==> src/rtl/vend_pkg.sv <==
// Shared coin/product encodings, arbiter FSM states and coin valuation for the vending front-end.
package vend_pkg;

  localparam logic [1:0] COIN_ONE     = 2'b00;
  localparam logic [1:0] COIN_TWO     = 2'b01;
  localparam logic [1:0] COIN_FIVE    = 2'b10;
  localparam logic [1:0] COIN_NONE    = 2'b11;

  localparam logic [1:0] PROD_NONE    = 2'b00;
  localparam logic [1:0] PROD_CHOC    = 2'b01;
  localparam logic [1:0] PROD_DRINK   = 2'b10;

  typedef enum logic [2:0] {
    ST_IDLE,
    ST_START,
    ST_CHOICE,
    ST_COIN,
    ST_ABORT,
    ST_RESP
  } state_t;

  // Invalid coins are accepted but are worth nothing.
  function automatic logic [3:0] coin_value(input logic [1:0] code);
    case (code)
      COIN_ONE:  return 4'd1;
      COIN_TWO:  return 4'd2;
      COIN_FIVE: return 4'd5;
      default:   return 4'd0;
    endcase
  endfunction

endpackage

==> src/rtl/rr_arb2.sv <==
// Two-way round-robin arbiter; a simultaneous request goes to the panel not served last.
// Grant is combinational; the last-grant pointer moves only when a session retires.
module rr_arb2 (
  input  logic       clk,
  input  logic       rst,
  input  logic [1:0] req,
  input  logic       upd,
  input  logic       upd_idx,
  output logic       any,
  output logic       gnt
);

  logic last;

  always_ff @(posedge clk) begin
    if (rst) begin
      last <= 1'b1;
    end else if (upd) begin
      last <= upd_idx;
    end
  end

  assign any = |req;
  assign gnt = (&req) ? ~last : req[1];

endmodule

==> src/rtl/vend_arbiter.sv <==
// Shares one vending core between two panels: one session at a time, coin handshakes
// forwarded to the core, timeout abort with refund, response held until the panel takes it.
module vend_arbiter #(
  parameter int TIMEOUT = 15
) (
  input  logic       clk,
  input  logic       rst,
  input  logic [1:0] req,
  input  logic [1:0] req_choice,
  input  logic [1:0] coin_valid,
  input  logic [3:0] coin_code,
  output logic [1:0] coin_ready,
  output logic [1:0] rsp_valid,
  input  logic [1:0] rsp_ready,
  output logic [1:0] rsp_product,
  output logic [2:0] rsp_change,
  output logic [3:0] rsp_refund,
  output logic       rsp_abort,
  output logic       vm_start,
  output logic       vm_choice,
  output logic       vm_rst,
  output logic [1:0] vm_coins,
  input  logic       vm_done,
  input  logic [1:0] vm_product,
  input  logic [2:0] vm_change,
  output logic       busy
);

  import vend_pkg::*;

  localparam logic [3:0] IDLE_LAST = 4'(TIMEOUT - 1);

  state_t     state;
  logic       grant;
  logic [3:0] credit;
  logic [3:0] idle_cnt;
  logic       arb_any;
  logic       arb_gnt;
  logic       coin_hs;
  logic [1:0] gnt_code;
  logic [1:0] gnt_onehot;
  logic [4:0] credit_sum;

  rr_arb2 u_arb (
    .clk     (clk),
    .rst     (rst),
    .req     (req),
    .upd     ((state == ST_RESP) && rsp_ready[grant]),
    .upd_idx (grant),
    .any     (arb_any),
    .gnt     (arb_gnt)
  );

  // A coin is never taken in the cycle the core reports completion.
  assign gnt_code   = grant ? coin_code[3:2] : coin_code[1:0];
  assign gnt_onehot = grant ? 2'b10 : 2'b01;
  assign coin_hs    = (state == ST_COIN) && coin_valid[grant] && !vm_done;
  assign credit_sum = {1'b0, credit} + {1'b0, coin_value(gnt_code)};
  assign coin_ready = coin_hs ? gnt_onehot : 2'b00;
  assign vm_coins   = coin_hs ? gnt_code : COIN_NONE;
  assign vm_rst     = rst || (state == ST_ABORT);

  always_ff @(posedge clk) begin
    if (rst) begin
      state       <= ST_IDLE;
      grant       <= 1'b0;
      vm_choice   <= 1'b0;
      vm_start    <= 1'b0;
      busy        <= 1'b0;
      credit      <= 4'd0;
      idle_cnt    <= 4'd0;
      rsp_valid   <= 2'b00;
      rsp_product <= PROD_NONE;
      rsp_change  <= 3'd0;
      rsp_refund  <= 4'd0;
      rsp_abort   <= 1'b0;
    end else begin
      vm_start <= 1'b0;
      case (state)
        ST_IDLE: begin
          if (arb_any) begin
            state     <= ST_START;
            grant     <= arb_gnt;
            vm_choice <= req_choice[arb_gnt];
            vm_start  <= 1'b1;
            busy      <= 1'b1;
            credit    <= 4'd0;
          end
        end
        ST_START:  state <= ST_CHOICE;
        ST_CHOICE: begin
          state    <= ST_COIN;
          idle_cnt <= 4'd0;
        end
        ST_COIN: begin
          if (vm_done) begin
            state       <= ST_RESP;
            rsp_valid   <= gnt_onehot;
            rsp_product <= vm_product;
            rsp_change  <= vm_change;
            rsp_refund  <= 4'd0;
            rsp_abort   <= 1'b0;
          end else if (coin_hs) begin
            credit   <= credit_sum[4] ? 4'hF : credit_sum[3:0];
            idle_cnt <= 4'd0;
          end else if (idle_cnt == IDLE_LAST) begin
            state <= ST_ABORT;
          end else begin
            idle_cnt <= idle_cnt + 4'd1;
          end
        end
        ST_ABORT: begin
          state       <= ST_RESP;
          rsp_valid   <= gnt_onehot;
          rsp_product <= PROD_NONE;
          rsp_change  <= 3'd0;
          rsp_refund  <= credit;
          rsp_abort   <= 1'b1;
        end
        ST_RESP: begin
          if (rsp_ready[grant]) begin
            state     <= ST_IDLE;
            rsp_valid <= 2'b00;
            busy      <= 1'b0;
          end
        end
        default: state <= ST_IDLE;
      endcase
    end
  end

endmodule

==> config.mk <==
export PLATFORM = sky130hd
export DESIGN_NAME = vend_arbiter
export DESIGN_NICKNAME = d
export VERILOG_FILES = /design/src/rtl/vend_pkg.sv /design/src/rtl/rr_arb2.sv /design/src/rtl/vend_arbiter.sv
export SDC_FILE = /design/constraint.sdc
export NUM_CORES = 1
export LEC_CHECK = 0
export CAP_MARGIN = 20
export CORE_UTILIZATION = 52
export DETAILED_ROUTE_END_ITERATION = 8
export PLACE_DENSITY = 0.92
export SYNTH_ARGS = -nofsm -noshare
export SYNTH_HDL_FRONTEND = slang
export SYNTH_SLANG_ARGS = --single-unit
==> constraint.sdc <==
create_clock -name clk -period 4.7 [get_ports clk]
set_input_delay 0.94 -clock clk [delete_from_list [all_inputs] [get_ports clk]]
set_output_delay 0.94 -clock clk [all_outputs]
set_load 0.02 [all_outputs]
==> impl_metrics.csv, run 1 <==
group,metric,value,unit
outcome,run_status,"completed",
worst_setup_path,criticalPathCategory,"in2out",
global_route,grt_max_degree,28,
worst_setup_path,cp-end-kind,"output pin",
die,dieWidth,56.0,um
cts,cts_tree,"built",
place,gp_congestion,0.824,
cts,cts_resized,0,
global_route,grt_use_total,22.5,%
synthesis,synth-seq-area-share,37.0,%
worst_setup_path,critPathRequiredTime,3.76,ns
detailed_routing,drt_iter0_drc,36,
timing,slew-limit-headroom,62.1,%
die,die-area,3130,um2
synthesis,netlist_area,1510,um2
die,core,2760,um2
detailed_routing,wl_per_cell,13.4,um
synthesis,syn_inst,177,
detailed_routing,ant_nets,0,
cts,clockBufferDepth,2,
global_route,grt_pass1_wl,5720,um
place,placed_area,1870,um2
worst_setup_path,crit_arrival,2.71,ns
power_and_ir_drop,total_power,0.000475,W
synthesis,syn_avg_cell_area,8.55,um2
worst_setup_path,cp_common_cell,"clkdlybuf4s50_1",
cts,cts_made_buffers,3,
timing,post-route-period-util,77.6,%
synthesis,synth_cell_types,44,
global_route,grt_pass1_vias,1287,
timing,clock.fmax,0.274,GHz
timing,drv_slew,0,
power_and_ir_drop,powerDensity,249,nW/um2
worst_setup_path,r2r_setup_slack,2.36,ns
worst_setup_path,critPathLaunchType,"input port",
worst_setup_path,timing.rr.start,"grant",
global_route,antenna_found_initial,0,
cts,clock_latency,0.32,ns
worst_setup_path,critical-path-slowest-cell,"clkdlybuf4s50_1",
finish,drive_above_1_share,7.14,%
timing,fin_crit,3.65,ns
timing,rsz0062_at_grt,"no",
worst_hold_path,hold_start,"vm_choice",
cts,cts_setup_buffers,0,
place,dpl.hpwl,2420,um
die,start_util,54.9,%
timing,setup_viol,0,
cts,cts_hold_buffers,0,
finish,areaGrowthSynthToFinish,26.1,%
cts,cts_root_buf,"clkbuf_4",
worst_setup_path,crit_path_max_incr_delay,0.55,ns
synthesis,synth_edf_count,0,
worst_hold_path,hold_path_end,"vm_choice",
timing,hold_viol,0,
cts,cts.sinks,28,
detailed_routing,first_pass_iters,4,
finish,num-nets-final,237,
worst_setup_path,crit_fanout,8,
detailed_routing,dr_total_vias,1381,
detailed_routing,drt_wl_total,3240,um
synthesis,synth-seq-cells,28,
power_and_ir_drop,peakVddDrop,0.237,mV
finish,diodes,0,
timing,worstMarginPinSlew,0.567,ns
worst_setup_path,rr_worst_depth,9,
synthesis,synth_area_leaders,"dfxtp_1 37%, a21oi_1 6.3%, nand2_1 5.2%",
cts,htreeDepth,1,
timing,fin_setup_tns,0,ns
worst_setup_path,cp-startpoint,"vm_done",
synthesis,syn_nets,203,
die,die_y,56.0,um
power_and_ir_drop,power.leakage,0.695,nW
synthesis,synth_ff_type,"dfxtp_1",
worst_hold_path,hold_path.class,"reg2reg",
timing,finClkSkew,0.0116,ns
cts,clk_pin_slew,0.15,ns
detailed_routing,drc,0,
flow_run,drv_cap,0,
die,io-pin-count,40,
synthesis,synth_async_sr_flop_share,0,%
synthesis,yosys_warnings,0,
synthesis,synth_top_area_share,37.0,%
worst_setup_path,rr_endpoint,"credit[2]",
synthesis,yosysTopAreaCell,"dfxtp_1",
worst_setup_path,path_cells,"clkdlybuf4s50_1 -> nand4bb_1 -> nor2_1 -> nand2_1 -> clkdlybuf4s50_1",
place,numPortBuffers,39,
worst_hold_path,hold_path_depth,2,
detailed_routing,post_drt_via_cell_ratio,5.73,
finish,design_area,1910,um2
die,std_cell_rows,19,
global_route,overflow,0,
[worst max path at each step]
stage             endpoint  slack (ns)  depth (start not counted)
5_1_grt        vm_coins[1]        0.93                          5
6_report       vm_coins[1]        1.05                          5
3_3_place_gp   vm_coins[1]        1.09                          5
4_1_cts        vm_coins[1]        1.06                          5
3_5_place_dp   vm_coins[1]        1.08                          5
2_1_floorplan  vm_coins[0]        2.23                          3
[sequential cells by signal (all words and copies together), names as in the netlist]
name         flops
rsp_product      2
state            3
credit           4
grant            1
rsp_abort        1
rsp_valid        2
vm_choice        1
vm_start         1
rsp_refund       4
idle_cnt         4
rsp_change       3
busy             1
u_arb.last       1
[routing by layer]
| metal | vias to the layer above | track usage [%] | routed length, um |
|---|---|---|---|
| met4 | 0 | 6.97 | 40 |
| met1 | 631 | 30.5 | 1480 |
| li1 | 695 | - | - |
| met5 | - | 0 | 0 |
| met3 | 4 | 4.88 | 193 |
| met2 | 51 | 36.1 | 1530 |
[cells by family (layout without fill, tap and decap cells)]
kind of cell / after synthesis / count (layout) / synth area share, %
AOI/OAI and AO/OA: 52 / 52 / 22.5
buffers and inverters: 18 / 51 / 6.86
DFF: 28 / 28 / 37.0
and+or+nand+nor: 67 / 67 / 23.8
muxes: 6 / 6 / 4.38
adders and majority gates: 6 / 6 / 5.45
[worst max-delay path, delay by kind of cell]
kind                   cells  cell delay (ns)
buffers and inverters      2             1.09
AND/OR/NAND/NOR            3             0.68
[through the flow]
step                utilization [%]  hold slack [ns]  std cells  setup slack, ns
floorplan                         -            0.450        177             2.23
global placement               67.9            0.439        237             1.09
detailed placement             67.9            0.451        237             1.08
CTS                            69.2            0.471        241             1.06
global route                   69.2            0.497        241            0.926
finish                         69.2            0.471        241             1.05
[power breakdown]
| part | total (W) | switching [W] | internal [W] |
|---|---|---|---|
| clock network | 0.000115 | 0.0000673 | 0.0000473 |
| registers | 0.000262 | 0.0000147 | 0.000247 |
| logic | 0.0000988 | 0.0000497 | 0.0000491 |
[Yosys cell counts (3+ instances only)]
cell and number:
inv_1 7, nand2b_1 3, ha_1 5, a22o_1 5, clkbuf_1 4, mux2i_1 4, nand2_1 21, a21oi_1 19
nand3_1 12, nor2_1 10, buf_6 4, and3_1 3, o21ai_1 4, nor2b_1 5, a31oi_1 4, dfxtp_1 28
o21ai_0 4
[placed cells by master, fill, tap and decap left out, types with 5 or more instances in the layout]
| master | n |
|---|---|
| nand2_1 | 21 |
| clkdlybuf4s50_1 | 39 |
| nand3_1 | 12 |
| nor2b_1 | 5 |
| ha_1 | 5 |
| a22o_1 | 5 |
| inv_1 | 7 |
| nor2_1 | 10 |
| dfxtp_1 | 28 |
| a21oi_1 | 19 |
[cell type report]
| class | count | area, um2 |
|---|---|---|
| Clock buffer | 4 | 36.3 |
| Fill cell | 243 | 848 |
| Inverter | 7 | 26.3 |
| Multi-Input combinational cell | 131 | 850 |
| Sequential cell | 28 | 561 |
| Tap cell | 31 | 38.8 |
| Timing Repair Buffer | 40 | 398 |
Power figures use the tool's default switching activity.
==> run 2: changes to the inputs <==
Settings changed: CORE_UTILIZATION 52 to 43, PLACE_DENSITY 0.92 to 0.82.
Clock period 4.7 ns to 3.3 ns, I/O delays scaled along.
==> impl_metrics.csv, run 2 (same netlist as run 1, synthesis figures left out) <==
group,metric,value,unit
outcome,run_status,"completed",
place,dpl.hpwl,2380,um
worst_setup_path,critPathRequiredTime,2.64,ns
place,numPortBuffers,39,
timing,fin_crit,2.93,ns
die,die-area,3760,um2
finish,areaGrowthSynthToFinish,28.3,%
die,std_cell_rows,21,
power_and_ir_drop,peakVddDrop,0.123,mV
cts,cts_made_buffers,3,
timing,slew-limit-headroom,60.4,%
worst_setup_path,cp-end-kind,"output pin",
die,start_util,45.0,%
cts,htreeDepth,1,
timing,hold_viol,0,
die,core,3360,um2
global_route,grt_pass1_wl,5180,um
place,dp_slack,0.379,ns
power_and_ir_drop,powerDensity,350,nW/um2
cts,cts_hold_buffers,0,
detailed_routing,drt_wl_total,3190,um
global_route,grt_use_total,18.3,%
cts,cts_root_buf,"clkbuf_4",
global_route,grt_max_degree,28,
worst_setup_path,critPathLaunchType,"input port",
timing,worstMarginPinSlew,0.593,ns
cts,cts_setup_buffers,0,
global_route,met1_usage,24.5,%
timing,clock.fmax,0.341,GHz
place,gp_congestion,0.808,
finish,reg.largest.list,"credit (4), idle_cnt (4), rsp_refund (4)",
finish,num-nets-final,239,
global_route,grt_pass1_vias,1185,
worst_setup_path,crit_fanout,8,
timing,post-route-period-util,88.8,%
die,die_y,61.3,um
detailed_routing,drt_iter0_drc,62,
worst_hold_path,hold_path.class,"reg2reg",
flow_run,drv_cap,0,
die,dieWidth,61.3,um
die,io-pin-count,40,
finish,diodes,0,
timing,layout_setup_ws,0.371,ns
timing,rsz0062_at_grt,"no",
finish,drive_above_1_share,8.02,%
global_route,met2_usage,29.2,%
power_and_ir_drop,power.leakage,0.704,nW
cts,clk_pin_slew,0.15,ns
detailed_routing,wl_per_cell,12.4,um
finish,final_cell_mix,"39 x clkdlybuf4s50_1, 28 x dfxtp_1, 21 x nand2_1, 19 x a21oi_1, 12 x nand3_1",
finish,final_common_cell,"clkdlybuf4s50_1",
global_route,top_usage_layer,"met2",
cts,cts.sinks,28,
detailed_routing,post_drt_via_cell_ratio,5.18,
detailed_routing,ant_nets,0,
cts,cts_tree,"built",
cts,clockBufferDepth,2,
detailed_routing,dr_total_vias,1337,
global_route,antenna_found_initial,0,
detailed_routing,drc,0,
timing,drv_slew,0,
worst_setup_path,crit_arrival,2.27,ns
detailed_routing,first_pass_iters,4,
timing,setup_viol,0,
cts,clock_latency,0.33,ns
timing,fin_setup_tns,0,ns
global_route,met3_usage,5.04,%
cts,cts_resized,0,
global_route,overflow,0,
timing,finClkSkew,0.0112,ns
worst_setup_path,criticalPathCategory,"in2out",
-- run 2: layer usage --
layer	routed length, um	share of wire (%)
met1	1620	51
met2	1300	41
met3	240	7.5
met4	24	0.75
met5	0	0
-- run 2: final timing paths --
path | from | slack, ns | endpoint | depth (start not counted)
setup / recovery | vm_done | 0.37 | vm_coins[1] | 5
hold / removal | vm_choice | 0.46 | vm_choice | 2
setup reg to reg | grant | 1.09 | credit[2] | 9
hold reg to reg | vm_choice | 0.46 | vm_choice | 2
-- run 2: layout make-up --
| cell class | instances | area, um2 |
|---|---|---|
| fill | 324 | 1420 |
| tap | 46 | 57.6 |
| timing repair buffer | 42 | 413 |
| clock buffer | 4 | 36.3 |
| sequential | 28 | 561 |
| inverter | 7 | 26.3 |
| multi-input combinational | 131 | 850 |
-- run 2: worst max-delay path, stage by stage --
cell	delay [ns]
clkdlybuf4s50_1	0.54
nand4bb_1	0.28
nor2_1	0.18
nand2_1	0.07
clkdlybuf4s50_1	0.54
-- run 2: report_power, final --
group,internal (W),total [W],switching [W]
sequential,0.000352,0.000372,0.0000201
combinational,0.0000716,0.000143,0.0000710
clock,0.0000675,0.000165,0.0000976
-- run 2: through the flow --
stage / power, W / cell area [um2] / std cells / utilization (%) / hold slack, ns
final: 0.000679 / 1940 / 258 / 57.8 / 0.463
after global routing: 0.000718 / 1940 / 258 / 57.8 / 0.490
after CTS: 0.000684 / 1940 / 258 / 57.8 / 0.469
after detailed placement: 0.000521 / 1910 / 254 / 56.7 / 0.449
after global placement: 0.000519 / 1910 / 254 / 56.7 / 0.439
after floorplan: 0.000473 / 1510 / 177 / - / 0.450
